--- config.mk ---
export PLATFORM = sky130hd
export DESIGN_NAME = decision_function_hwf
export DESIGN_NICKNAME = d
export VERILOG_FILES = /design/src/rtl/decision_function_hwf.sv
export SDC_FILE = /design/constraint.sdc
export NUM_CORES = 1
export LEC_CHECK = 0
export ABC_CLOCK_PERIOD_IN_PS = 13350
export BUFFER_PORTS_ARGS = -buffer_cell sky130_fd_sc_hd__buf_2
export CORE_UTILIZATION = 53
export CTS_CLUSTER_DIAMETER = 40
export DETAILED_ROUTE_END_ITERATION = 6
export PLACE_DENSITY = 0.78
export SLEW_MARGIN = 20
export SYNTH_ARGS = -nofsm -noshare
export SYNTH_HDL_FRONTEND = slang
export SYNTH_SLANG_ARGS = --single-unit
--- constraint.sdc ---
create_clock -name clk -period 13.35 [get_ports clk]
set_input_delay 2.0025 -clock clk [delete_from_list [all_inputs] [get_ports clk]]
set_output_delay 2.0025 -clock clk [all_outputs]
set_load 0.03 [all_outputs]
--- src/rtl/decision_function_hwf.sv ---
// decision_function_hwf: last stage of the HWF SVM classifier.
// Accumulates one signed coefficient times unsigned kernel term per strobe,
// then adds the bias and reports the sign of the decision value as the class.
// Optional feature macro: DECISION_SCORE_OUT_EN exposes the registered score acc+b.
//
// state  | meaning
// IDLE   | waiting for the first term of a decision
// ACCUM  | terms 1..NUM_OF_SV-1 being accepted, stalls while enable is low
// FINISH | bias added, class/done registered, accumulator cleared
module decision_function_hwf #(
  parameter int XLEN_PIXEL = 8,
  parameter int NUM_OF_SV  = 10
) (
  input  logic                                  clk,
  input  logic                                  rst,
  input  logic                                  decision_funct_en,
  input  logic [2*XLEN_PIXEL*NUM_OF_SV-1:0]     kernel_out,
  input  logic [2*XLEN_PIXEL-1:0]               product,
  input  logic [2*XLEN_PIXEL-1:0]               b,
  output logic                                  y_class,
  output logic                                  done
`ifdef DECISION_SCORE_OUT_EN
  ,
  output logic signed [4*XLEN_PIXEL+$clog2(NUM_OF_SV)+1:0] score
`endif
);

  localparam int W  = 2*XLEN_PIXEL;
  localparam int PW = 4*XLEN_PIXEL + 1;
  localparam int AW = 4*XLEN_PIXEL + 1 + $clog2(NUM_OF_SV) + 1;
  localparam int IW = (NUM_OF_SV > 1) ? $clog2(NUM_OF_SV) : 1;
  localparam logic [IW-1:0] LAST_IDX = IW'(NUM_OF_SV-1);

  typedef enum logic [1:0] {IDLE, ACCUM, FINISH} state_t;

  state_t          state, state_nxt;
  logic            accept, finish;
  logic [IW-1:0]   idx;
  logic [AW-1:0]   acc;
  logic [W-1:0]    kernel_sel;
  logic [PW-1:0]   prod_x, kern_x, term;
  logic [AW-1:0]   acc_nxt, f_sum;

  // State register
  always_ff @(posedge clk) begin
    if (!rst) state <= IDLE;
    else      state <= state_nxt;
  end

  // Next-state and term-acceptance decode; FINISH never consumes a term
  always_comb begin
    state_nxt = state;
    accept    = 1'b0;
    finish    = 1'b0;
    case (state)
      IDLE: begin
        if (decision_funct_en) begin
          accept    = 1'b1;
          state_nxt = (idx == LAST_IDX) ? FINISH : ACCUM;
        end
      end
      ACCUM: begin
        if (decision_funct_en) begin
          accept = 1'b1;
          if (idx == LAST_IDX) state_nxt = FINISH;
        end
      end
      FINISH: begin
        finish    = 1'b1;
        state_nxt = IDLE;
      end
      default: state_nxt = IDLE;
    endcase
  end

  // Select the kernel slice for the current support vector
  always_comb begin
    kernel_sel = '0;
    for (int k = 0; k < NUM_OF_SV; k++) begin
      if (idx == IW'(k)) kernel_sel = kernel_out[k*W +: W];
    end
  end

  // Signed coefficient times zero-extended kernel; both operands widened first
  // so the multiply is exact and the accumulator can never overflow
  always_comb begin
    prod_x  = {{(PW-W){product[W-1]}}, product};
    kern_x  = {{(PW-W){1'b0}}, kernel_sel};
    term    = prod_x * kern_x;
    acc_nxt = acc + {{(AW-PW){term[PW-1]}}, term};
    f_sum   = acc + {{(AW-W){b[W-1]}}, b};
  end

  // Accumulator, term index and registered decision outputs
  always_ff @(posedge clk) begin
    if (!rst) begin
      acc     <= '0;
      idx     <= '0;
      y_class <= 1'b0;
      done    <= 1'b0;
`ifdef DECISION_SCORE_OUT_EN
      score   <= '0;
`endif
    end else begin
      done <= 1'b0;
      if (accept) begin
        acc <= acc_nxt;
        idx <= idx + IW'(1);
      end else if (finish) begin
        acc     <= '0;
        idx     <= '0;
        y_class <= ~f_sum[AW-1];
        done    <= 1'b1;
`ifdef DECISION_SCORE_OUT_EN
        score   <= f_sum;
`endif
      end
    end
  end

endmodule

==> out/results.ini <==
[synthesis]
ys_ff_latch = 46
synth_area_leaders = fa_1, ha_1, inv_1
synth_area_sq_um = 14290
yosysWarnings = 0
synth-edff-count = 0
ys_types = 76
syn_nets = 2337
netlist_instances = 1746
yosysTopAreaCell = fa_1
async_flop_share_pct = 0
yosysSeqAreaShare_pct = 6.444
syn_avg_cell_area_sq_um = 8.184
ys.flop_type = dfxtp_1
synth_top_area_share_pct = 27.32

[run]
max-cap-violations = 0

[timing]
fmaxAchievable_mhz = 87.79
layout_min_cycle_time_ps = 11390
finalHoldViolCount = 0
slew_headroom_pct = 37.85
finalClockSkew_ps = 11.19
setup_violations = 0
fin_tns_setup_ps = 0
worst_slew_pin_slew_ps = 929.9
min_period_over_period_pct = 85.32
rsz0062_at_grt = no
slew_viol_final = 0

[clock_tree]
clk_pin_slew_worst_paths_ps = 60
ctsResizeCount = 0
postCtsSetupBuffers = 0
clock-sinks = 46
htreeDepth = 2
clock_latency_ps = 300
clock-root-buffer = clkbuf_16
cts_tree = yes
clockBufferDepth = 2
cts_buffers = 5
cts_hold_buf = 0

[status]
violations = DRC
status = finished with violations

[finish]
drive_gt1_share_pct = 13.04
fillers = 2428
layout_commonest_cell = inv_1
areaGrowthSynthToFinish_pct = 9.238
final_cell_mix = inv_1, ha_1, nand2_1
fin_nets = 2476
fin_util_pct = 59.40

[global_route]
grt_max_degree = 33
grt_pass1_wl_um = 63380
grt_pass1_vias = 13320
grt_util_all_layers_pct = 28.37
gr-total-overflow = 0
antenna_found_initial = 6

[min_path]
min_from = y_class$_SDFFE_PN0P_
hp-class = reg -> reg

[worst_setup_path]
critPathLaunch = kernel_out[21]
end_kind = flip-flop
cpMostUsedCell = fa_1
cp.arrival_ps = 11580
required_ps = 13540
critical-path-slowest-cell = a221o_1
r2r-start = idx[1]$_SDFFE_PN0P_
crit_fanout = 16
criticalPathCategory = in -> reg
cp-start-kind = primary input
cpPeakStageDelay_ps = 590

[drt]
wl_per_cell_um = 17.34
vias = 12640
drt_first_pass_iters = 7
postRouteAntennaNets = 0
initialDrtViolationCount = 659
routed_wl_um = 38570
avgViaCountPerCell = 5.681
drc = 1

[die]
rows = 59
core-area_sq_um = 26280
die_h_um = 166.2
start_util_pct = 54.38
io_pins = 197
die_w_um = 166.2
dieArea_sq_um = 27620

[placed_design]
gp_congestion = 0.9391
portBuffers = 196
dp.final_hpwl_um = 32450

==> final timing paths <==
kind                               end  slack [ps]  cells after the start
setup reg to reg  acc[36]$_SDFFE_PN0P_        2150                     42
hold / removal    y_class$_SDFFE_PN0P_         460                      2
setup / recovery  acc[36]$_SDFFE_PN0P_        1960                     41
hold reg to reg   y_class$_SDFFE_PN0P_         460                      2
==> synthesized netlist by cell type, types with 3 or more instances <==
library cell  count
a31oi_1           7
inv_1           276
or2_2             3
nor2b_1          14
a211oi_1          5
dfxtp_1          46
ha_1            201
a22oi_1          36
o31ai_1           5
buf_1             6
nor3_1           11
xnor2_1          33
a21oi_1          89
a22o_1            3
nand3_1          37
nand2b_1         32
buf_2            19
and2_1          118
nor2_1           85
xor2_1           25
a221o_1          20
o31a_1            4
fa_1            195
o21bai_1          6
or3_1             6
a21o_1           34
a221oi_1          4
nand2_1         199
o21ai_0          80
o21a_1            7
nand4_1           8
and3_1            6
o221a_2          12
o211ai_1         20
clkbuf_1         45
==> area by class of cell <==
type	count	area (sq um)	area share, %
repair buffers	203	1033	6.621
flip-flops and latches	46	920.9	5.899
diodes	4	10.01	0.06412
inverters	278	1044	6.685
well taps	335	419.2	2.685
clock inverters	2	13.76	0.08817
clock buffers	6	128.9	0.8256
multi-input cells	1351	12040	77.13
==> registers in the layout, indices dropped and copies added (netlist names) <==
signal / flops
state: 2
acc: 38
idx: 4
done: 1
y_class: 1
==> kinds of logic (layout without fill, tap and decap cells) <==
kind of cell | Yosys count | count (layout) | share of synthesized area (%)
other | 0 | 4 | 0
and+or+nand+nor | 535 | 535 | 18.42
DFF | 46 | 46 | 6.444
buffers and inverters | 349 | 489 | 9.360
AOI/OAI and AO/OA | 361 | 361 | 17.23
muxes | 1 | 1 | 0.07005
adders and majority gates | 396 | 396 | 44.92
xor gates and xnor gates | 58 | 58 | 3.555
==> worst max-delay path: cells and delay by family <==
kind | cells | cell delay [ps]
xor+xnor | 1 | 150
compound gates | 18 | 3990
simple gates | 9 | 1610
buf+inv | 5 | 300
fa+ha+maj | 8 | 3510
==> metal layers <==
metal / up-vias / wire length, um / GRT usage (%) / share of wire (%)
met2: 411 / 19880 / 52.58 / 52
met3: 104 / 2121 / 4.147 / 5.5
met5: - / 27 / 0 / 0.070
met4: 4 / 1663 / 12.64 / 4.3
li1: 6042 / - / - / -
met1: 6079 / 14870 / 32.12 / 39
==> per-stage QoR <==
step	setup slack, ps	cells	instance area (sq um)	hold WS (ps)
finish	1959	2225	15610	460.7
CTS	2030	2221	15600	463.5
global placement	2028	2213	15460	454.0
detailed placement	1779	2213	15460	454.5
floorplan	2923	1746	14290	439.2
global route	1210	2225	15610	513.8
Power is left out: the tool's default activity adds up to more than one toggle a clock period on the data nets, which glitch-free logic cannot reach.
